**config.mk**
```make
export PLATFORM = sky130hd
export DESIGN_NAME = button_event
export DESIGN_NICKNAME = d
export VERILOG_FILES = /design/src/rtl/button_event.sv
export SDC_FILE = /design/constraint.sdc
export NUM_CORES = 1
export LEC_CHECK = 0
export CAP_MARGIN = 25
export CORE_AREA = 4 4 64 66
export DETAILED_ROUTE_END_ITERATION = 10
export DIE_AREA = 0 0 68 70
export PLACE_DENSITY = 0.71
export SETUP_SLACK_MARGIN = 0.1
export SLEW_MARGIN = 0
export SYNTH_ARGS = -nofsm -noshare
export SYNTH_HDL_FRONTEND = slang
export SYNTH_SLANG_ARGS = --single-unit
```
**constraint.sdc**
```tcl
create_clock -name clk -period 4.9 [get_ports clk]
set_clock_uncertainty 0.1 [all_clocks]
set_input_delay 0.98 -clock clk [delete_from_list [all_inputs] [get_ports clk]]
set_output_delay 0.98 -clock clk [all_outputs]
set_load 0.005 [all_outputs]
```
**src/rtl/button_event.sv**
```systemverilog
// button_event: turns a debounced button level into press/release/long-press/repeat pulses.
module button_event #(
  parameter int unsigned LONG_CYCLES   = 1000,
  parameter int unsigned REPEAT_CYCLES = 250,
  parameter int unsigned CNT_W         = 16
) (
  input  logic       clk,
  input  logic       reset,
  input  logic       in_i,
  input  logic       enable_i,
  output logic       press_o,
  output logic       release_o,
  output logic       long_press_o,
  output logic       repeat_o,
  output logic       held_o,
  output logic [7:0] press_count_o
);
  typedef enum logic [1:0] {IDLE, PRESSED, REPEAT} state_t;
  localparam logic [CNT_W-1:0] LONG_TC = CNT_W'(LONG_CYCLES - 1);
  localparam logic [CNT_W-1:0] REP_TC  = CNT_W'(REPEAT_CYCLES - 1);
  state_t           state_q;
  logic [CNT_W-1:0] cnt_q;
  logic             in_q;
  logic             rise;
  logic             fall;
  logic             at_tc;
  assign rise  = in_i & ~in_q;
  assign fall  = ~in_i & in_q;
  assign at_tc = cnt_q == ((state_q == PRESSED) ? LONG_TC : REP_TC);
  // in_q loads the live level in reset so a button held through reset never looks like a new press
  always_ff @(posedge clk) begin
    if (reset) begin
      state_q       <= IDLE;
      cnt_q         <= '0;
      in_q          <= in_i;
      press_o       <= 1'b0;
      release_o     <= 1'b0;
      long_press_o  <= 1'b0;
      repeat_o      <= 1'b0;
      held_o        <= 1'b0;
      press_count_o <= 8'd0;
    end else begin
      in_q         <= in_i;
      press_o      <= 1'b0;
      release_o    <= 1'b0;
      long_press_o <= 1'b0;
      repeat_o     <= 1'b0;
      case (state_q)
        IDLE: if (rise && enable_i) begin
          press_o       <= 1'b1;
          press_count_o <= press_count_o + 8'd1;
          cnt_q         <= '0;
          state_q       <= PRESSED;
          held_o        <= 1'b1;
        end
        PRESSED, REPEAT: if (!enable_i || fall) begin
          release_o <= enable_i;
          cnt_q     <= '0;
          state_q   <= IDLE;
          held_o    <= 1'b0;
        end else if (at_tc) begin
          cnt_q        <= '0;
          long_press_o <= state_q == PRESSED;
          repeat_o     <= state_q == REPEAT;
          state_q      <= REPEAT;
        end else begin
          cnt_q <= cnt_q + CNT_W'(1);
        end
        default: begin
          state_q <= IDLE;
          cnt_q   <= '0;
          held_o  <= 1'b0;
        end
      endcase
    end
  end
endmodule

```
==> reports/metrics.yaml, run 1 <==
h-tree-depth: 2
holdPathEnd: "cnt_q[7]"
dp_hpwl_um: 2070
synth_compound_area_frac: 0.0948
cts_setup_buffers: 0
critPathKind: "in -> reg"
antenna_found_initial: 0
slowest_stage: "clkdlybuf4s50_1"
worstPathArrival_ns: 2.61
most-common-layout-cells: "dfxtp_1 (32), nor2_1 (30), clkdlybuf4s50_1 (16)"
final_common_cell: "dfxtp_1"
reg.largest.list: "cnt_q (16), press_count_o (8), state_q (2)"
finish.utilization: 0.500
drive_gt1_frac: 0.0899
io_pins: 17
yosys.area_share.adder: 0.0491
grt_use_total: 0.131
cts_resized: 0
hold_violations: 0
synth_area_leaders: "dfxtp_1 (42%), xor2_1 (7.4%), nor2_1 (7.4%)"
wl_um: 2770
grt_pass1_vias: 1047
cts_sinks: 32
cts_hold_buf: 0
worstSetupStartpoint: "enable_i"
r2r_start: "state_q[1]"
initial_core_util: 0.428
crit_family: "simple AND/OR/NAND/NOR gates"
outcome: "finished clean"
path_buf_inv: 1
synth_fp_nets: 181
setup_ws_ns: 2.41
clock_path_buffers: 2
synth_edf_count: 0
vdd_drop_max_mv: 0.0978
grt_pass1_wl_um: 4750
cts_root_buffer: "clkbuf_4"
min_path_type: "reg -> reg"
synth_top_family_by_area: "simple AND/OR/NAND/NOR gates"
syn_area_sq_um: 1530
rows: 22
r2r_slack_ns: 2.89
dieArea_sq_um: 4760
r2r-end: "state_q[1]"
synthCells: 171
finalCritPeriodShare: 0.508
yosysUniqueCellTypes: 36
synth_ff_type: "dfxtp_1"
synthXorXnorAreaFrac: 0.0973
place_area_sq_um: 1720
place_ws_ns: 2.06
yosysWarnings: 0
die_x_um: 68
die_h_um: 70
synth_top_cell_by_area: "dfxtp_1"
cts_tree: "done"
min_period_ns: 2.49
fin_nets: 199
max_cap_viol_count: 0
tightest_slew_ns: 0.699
rsz0062_at_grt: "no"
power_density_nw_per_um2: 257
hold_depth: 1
synthArstFlopShare: 0
holdWs_ns: 0.365
cp.depth: 6
cts_made_buffers: 5
wire_per_inst_um: 11.7
seq_area_frac_synth: 0.419
synth.avg_cell_area_sq_um: 8.95
synth_top_cell_area_share: 0.419
synthMuxAreaShare: 0.0131
setup_viol: 0
portBuffers: 16
endpoint_kind: "flop"
start_kind: "input pin"
min_from: "cnt_q[7]"
drtIter0Drc: 68
antenna_cells: 0
area_growth_pct: 16.9
finalSetupTns_ns: 0
clk_latency_ns: 0.33
power_frac_comb: 0.064
sequentialPowerShare: 0.574
slew_viol_final: 0
routed-via-count: 1209
ant_nets: 0
grt_max_degree: 19
p_int_uw: 355
clk_pin_slew_ns: 0.09
largest_reg_flops: 16
drtPass1Iterations: 4
switching_share: 0.228
required_ns: 5.02
power.switching_uw: 105
synth_seq_cells: 32
postLayoutCellArea_sq_um: 1790
crit_chain: "clkdlybuf4s50_1 > nand3b_4 > nand2_1 > nor2_1 > nor2_4 > o32ai_1"
slew-limit-headroom: 0.532
max_freq_ghz: 0.401
routabilityCongestion: 0.893
max_stage_delay_ns: 0.57
p_clk_frac: 0.362
coreArea_sq_um: 3580
r2r_cells: 7
grt_overflow: 0
largest_register: "cnt_q"
drc: 0
synth_simple_gate_area_frac: 0.290
worstPathMaxFanout: 11
via_per_inst: 5.10
p_leak_uw: 0.000636
==> power by group through the flow <==
stage               Sequential [uW]  Clock (uW)  Combinational [uW]
floorplan                       270           0                21.6
global placement                270           0                29.2
detailed placement              270           0                29.5
CTS                             264         173                29.6
global route                    264         183                32.4
finish                          264         166                29.4
==> stage by stage <==
stage / cells / total power, uW
6_report: 237 / 460
5_1_grt: 237 / 480
4_1_cts: 237 / 467
3_5_place_dp: 230 / 300
3_3_place_gp: 230 / 299
2_1_floorplan: 171 / 291
==> kinds of logic after synthesis <==
family	Yosys count
compound gates	16
fa+ha+maj	6
flops	32
mux	2
xor+xnor	17
simple gates	85
buf+inv	13
==> cells in the mapped netlist, types with 2 or more instances <==
cell	instances
nand3_1	15
nor4_1	2
nand3b_1	2
inv_1	8
nor3_1	3
nand4_1	4
nor2_1	30
o21ai_0	2
nand4b_1	2
and3_1	3
a21oi_1	7
mux2i_1	2
clkbuf_1	4
dfxtp_1	32
ha_1	6
xnor2_1	4
nand2_1	14
xor2_1	13
==> worst max-delay path by stage <==
stage                             to  slack [ns]
after floorplan             cnt_q[8]        2.83
after global placement    state_q[1]        2.09
after detailed placement  state_q[1]        2.06
after CTS                 state_q[1]        2.42
after global routing      state_q[1]        2.30
final                     state_q[1]        2.41
==> layer usage <==
| metal | share of wire | global-route usage | vias up | wire, um |
|---|---|---|---|---|
| met5 | 0 | 0 | - | 0 |
| met4 | 0.022 | 0.0596 | 0 | 60 |
| met3 | 0.057 | 0.0531 | 5 | 157 |
| met2 | 0.45 | 0.192 | 27 | 1240 |
| met1 | 0.47 | 0.165 | 561 | 1310 |
| li1 | - | - | 616 | - |
==> final cells by class <==
class | instances | area, sq um
Sequential cell | 32 | 641
Clock buffer | 7 | 65.1
Multi-Input combinational cell | 126 | 833
Fill cell | 335 | 1790
Timing Repair Buffer | 16 | 160
Inverter | 8 | 30.0
Tap cell | 48 | 60.1
==> worst reg2reg max path, stage by stage, from the launching register on <==
cell and delay, ns:
dfxtp_1 0.36, inv_1 0.08, ha_1 0.22, or4_4 0.43, o22ai_4 0.18, a211oi_4 0.13
nor2_4 0.26, o32ai_1 0.13
Note: power is estimated with default switching activity, not from simulation.
==> run 2: changes to the inputs <==
==> constraint.sdc (replaced) <==
create_clock -name clk -period 2.45 [get_ports clk]
set_clock_uncertainty 0.1 [all_clocks]
set_input_delay 0.49 -clock clk [delete_from_list [all_inputs] [get_ports clk]]
set_output_delay 0.49 -clock clk [all_outputs]
set_load 0.005 [all_outputs]
==> run 2 against run 1 <==
Clock power rose to 2.7 times the previous value; utilization rose by 1.5 points; count of clock-buffer cells in the layout stayed put; highest routed layer unchanged; largest cell class unchanged; wire length rose by 6.6%; first-iteration DRC count increased by 2.9%.
==> reports/metrics.yaml, run 2 (synthesis gave the netlist of run 1 again) <==
wl_um: 2960
grt_overflow: 0
cts_resized: 0
largest_register: "cnt_q"
start_kind: "flop"
max_stage_delay_ns: 0.43
tightest_slew_ns: 0.435
ant_nets: 0
r2r_start: "state_q[1]"
grt_use_total: 0.135
min_path_type: "reg -> reg"
coreArea_sq_um: 3580
initial_core_util: 0.428
antenna_found_initial: 0
slew_viol_final: 0
switching_share: 0.211
endpoint_kind: "flop"
dp_hpwl_um: 2240
rsz0062_at_grt: "no"
outcome: "finished clean"
portBuffers: 16
crit_chain: "inv_1 > ha_1 > or4_4 > o22ai_4 > a211oi_4 > nor2_4 > o32ai_1"
clk_latency_ns: 0.32
grt_pass1_wl_um: 5100
drive_gt1_frac: 0.109
clk_pin_slew_ns: 0.10
slew-limit-headroom: 0.707
wire_per_inst_um: 12.3
vdd_drop_max_mv: 0.279
max_freq_ghz: 0.486
cts_setup_buffers: 0
p_clk_frac: 0.432
r2r_slack_ns: 0.39
worstPathMaxFanout: 11
postLayoutCellArea_sq_um: 1840
min_from: "cnt_q[7]"
reg.largest.list: "cnt_q (16), press_count_o (8), state_q (2)"
seq_area_sq_um: 641
power.switching_uw: 220
antenna_cells: 0
max_cap_viol_count: 0
slowest_stage: "or4_4"
clock_path_buffers: 2
via_per_inst: 5.13
setup_ws_ns: 0.394
nFillCells: 334
grt_max_degree: 14
multiInputGateArea_sq_um: 833
sequentialPowerShare: 0.507
drtIter0Drc: 70
place_area_sq_um: 1750
holdPathEnd: "cnt_q[7]"
drc: 0
min_period_ns: 2.06
drtPass1Iterations: 4
p_leak_uw: 0.000665
p_int_uw: 822
final_common_cell: "dfxtp_1"
cts_hold_buf: 0
h-tree-depth: 2
required_ns: 2.55
critPathKind: "reg -> reg"
io_pins: 17
power_frac_comb: 0.062
cts_root_buffer: "clkbuf_4"
hold_violations: 0
grt_pass1_vias: 1203
r2r_cells: 7
cts_sinks: 32
cts_tree: "done"
setup_viol: 0
largest_reg_flops: 16
routabilityCongestion: 0.839
worstPathArrival_ns: 2.16
place_ws_ns: 0.125
fin_nets: 202
hold_depth: 1
dieArea_sq_um: 4760
cts_made_buffers: 5
finalSetupTns_ns: 0
power_density_nw_per_um2: 566
finalCritPeriodShare: 0.839
die_h_um: 70
area_growth_pct: 20.4
most-common-layout-cells: "dfxtp_1 (32), nor2_1 (30), clkdlybuf4s50_1 (16)"
r2r-end: "state_q[1]"
die_x_um: 68
rows: 22
routed-via-count: 1237
## run 2: stage by stage
stage,total power (uW),utilization,std cells,hold slack [ns]
final,1040,0.515,241,0.374
after global routing,1090,0.515,241,0.417
after CTS,1060,0.515,241,0.379
after detailed placement,604,0.488,233,0.362
after global placement,603,0.488,233,0.349
after floorplan,583,-,171,0.340
## run 2: cell type report
type,instances,share of cell area
Tap cell,48,0.0326
Clock buffer,7,0.0353
Timing Repair Buffer,19,0.0992
Multi-Input combinational cell,126,0.452
Sequential cell,32,0.348
Clock inverter,1,0.0163
Inverter,8,0.0163
## run 2: power by group through the flow
stage               sequential (uW)  combinational, uW  clock (uW)
floorplan                       540               43.3           0
global placement                540               63.6           0
detailed placement              540               64.5           0
CTS                             528               64.6         466
global route                    529               71.1         486
finish                          528               64.3         450
## run 2: how the worst max path moves through the flow
stage	start	end	slack [ns]	cells after the start
after global placement	in_i	cnt_q[3]	0.18	6
after floorplan	state_q[1]	cnt_q[4]	0.67	8
after global routing	state_q[1]	state_q[1]	0.25	7
after detailed placement	in_i	state_q[1]	0.13	6
final	state_q[1]	state_q[1]	0.39	7
after CTS	state_q[1]	state_q[1]	0.39	7
## run 2: worst max-delay path, delay by kind of cell, from the launching register on
family	cells	cell delay (ns)
simple gates	2	0.69
compound gates	3	0.47
flops	1	0.38
fa+ha+maj	1	0.22
buf+inv	1	0.10
## run 2: metal layers
metal  GRT usage  part of all wire
met1       0.167              0.46
met2       0.218              0.45
met3      0.0354             0.068
met4      0.0530             0.020
met5           0                 0
==> run 3: changes to the inputs <==
==> constraint.sdc (replaced) <==
create_clock -name clk -period 2 [get_ports clk]
set_clock_uncertainty 0.1 [all_clocks]
set_input_delay 0.4 -clock clk [delete_from_list [all_inputs] [get_ports clk]]
set_output_delay 0.4 -clock clk [all_outputs]
set_load 0.005 [all_outputs]
==> run 3 against run 2 <==
Worst setup slack worse by 0.30 ns; via count rose by 6.5%; non-clock buffer count up 21; power rose by 9.5%; critical path type unchanged; critical endpoint is now cnt_q[13]; largest power group unchanged; highest routed layer unchanged.
==> reports/metrics.yaml, run 3 (synthesis gave the netlist of run 1 again) <==
dp_cells: 252
slew-limit-headroom: 0.646
io_pins: 17
endpoint_kind: "flop"
most-common-layout-cells: "dfxtp_1 (30), nor2_1 (27), buf_4 (22)"
fin_nets: 223
h-tree-depth: 2
vdd_drop_max_mv: 0.374
coreArea_sq_um: 3580
drtPass1Iterations: 4
finalCritPeriodShare: 0.951
power.switching_uw: 281
cts_root_buffer: "clkbuf_4"
routabilityCongestion: 0.846
setup_ws_ns: 0.0974
worstPathArrival_ns: 2.03
clock_path_buffers: 2
p_int_uw: 861
final_common_cell: "dfxtp_1"
outcome: "finished clean"
drive_gt1_frac: 0.243
grt_overflow: 0
tightest_slew_ns: 0.528
ant_nets: 0
finalSetupTns_ns: 0
min_period_ns: 1.90
slowest_stage: "or4_4"
dp_hpwl_um: 2360
clk_pin_slew_ns: 0.10
p_leak_uw: 0.000758
cts_made_buffers: 5
largest_register: "cnt_q"
via_per_inst: 5.03
worstSetupStartpoint: "state_q[1]"
switching_share: 0.246
min_from: "cnt_q[7]"
grt_pass1_wl_um: 5290
max_cap_viol_count: 0
nFillCells: 313
largest_reg_flops: 16
drtIter0Drc: 73
cts_tree: "done"
reg.largest.list: "cnt_q (16), press_count_o (8), state_q (2)"
worstPathMaxFanout: 6
routed-via-count: 1318
portBuffers: 16
die_h_um: 70
stdcell_count: 262
grt_use_total: 0.142
start_kind: "flop"
area_growth_pct: 31.6
wire_per_inst_um: 12.5
hold_violations: 0
min_path_type: "reg -> reg"
wl_um: 3270
die_x_um: 68
crit_chain: "inv_2 > ha_4 > or4_4 > o22ai_4 > a211oi_4 > buf_4 > nor2_4 > buf_6 > nor2_1"
antenna_found_initial: 0
required_ns: 2.12
slew_viol_final: 0
rsz0062_at_grt: "yes"
finalPower_uw: 1140
initial_core_util: 0.428
grt_max_degree: 14
p_clk_frac: 0.340
antenna_cells: 0
sequentialPowerShare: 0.567
rows: 22
clk_latency_ns: 0.33
dieArea_sq_um: 4760
max_stage_delay_ns: 0.42
power_frac_comb: 0.093
place_ws_ns: -0.173
max_freq_ghz: 0.526
r2r_start: "state_q[1]"
cts_sinks: 32
drc: 0
grt_pass1_vias: 1208
setup_viol: 0
critPathKind: "reg -> reg"
power_density_nw_per_um2: 567
run 3: worst paths after layout:
kind | to | slack (ns) | cells after the start
worst min-delay path | cnt_q[7] | 0.38 | 1
worst max-delay path | cnt_q[13] | 0.1 | 9
worst min register to register | cnt_q[7] | 0.38 | 1
worst max register to register | cnt_q[13] | 0.1 | 9
run 3: power by group through the flow:
stage / registers, uW / clock network, uW / logic (uW)
after floorplan: 661 / 0 / 53.0
after global placement: 661 / 0 / 92.1
after detailed placement: 661 / 0 / 92.3
after global routing: 648 / 442 / 115
final: 647 / 388 / 107
after CTS: 647 / 394 / 102
run 3: layout make-up:
class / instances / area [sq um] / area share
Tap cell: 48 / 60.1 / 0.0298
Clock inverter: 2 / 10.0 / 0.00497
Sequential cell: 32 / 643 / 0.319
Inverter: 8 / 30.0 / 0.0149
Timing Repair Buffer: 40 / 348 / 0.173
Multi-Input combinational cell: 126 / 872 / 0.433
Clock buffer: 6 / 51.3 / 0.0255
run 3: what timing repair did:
item	CTS	global route
hold buffers	0	0
pin swaps	7	4
endpoints found under the setup margin	12	25
gates resized for setup	7	7
hold endpoints to repair	0	0
setup buffers	2	0
run 3: per-stage QoR:
step	util	area [sq um]	hold WS, ns
CTS	0.556	1990	0.385
detailed placement	0.528	1890	0.371
global placement	0.528	1890	0.357
finish	0.563	2010	0.380
global route	0.563	2010	0.408
floorplan	-	1530	0.328
run 3: layer usage:
layer	global-route usage	vias up	wire, um
met5	0	-	0
met2	0.225	29	1600
li1	-	666	-
met3	0.0450	6	152
met4	0.0552	0	44
met1	0.177	617	1470
run 3: worst max-delay path: cells and delay by family, from the launching register on:
family / cells / cell delay [ns]
AOI/OAI and AO/OA: 2 / 0.26
adders and majority gates: 1 / 0.15
buffers and inverters: 3 / 0.36
DFF: 1 / 0.35
and+or+nand+nor: 3 / 0.58
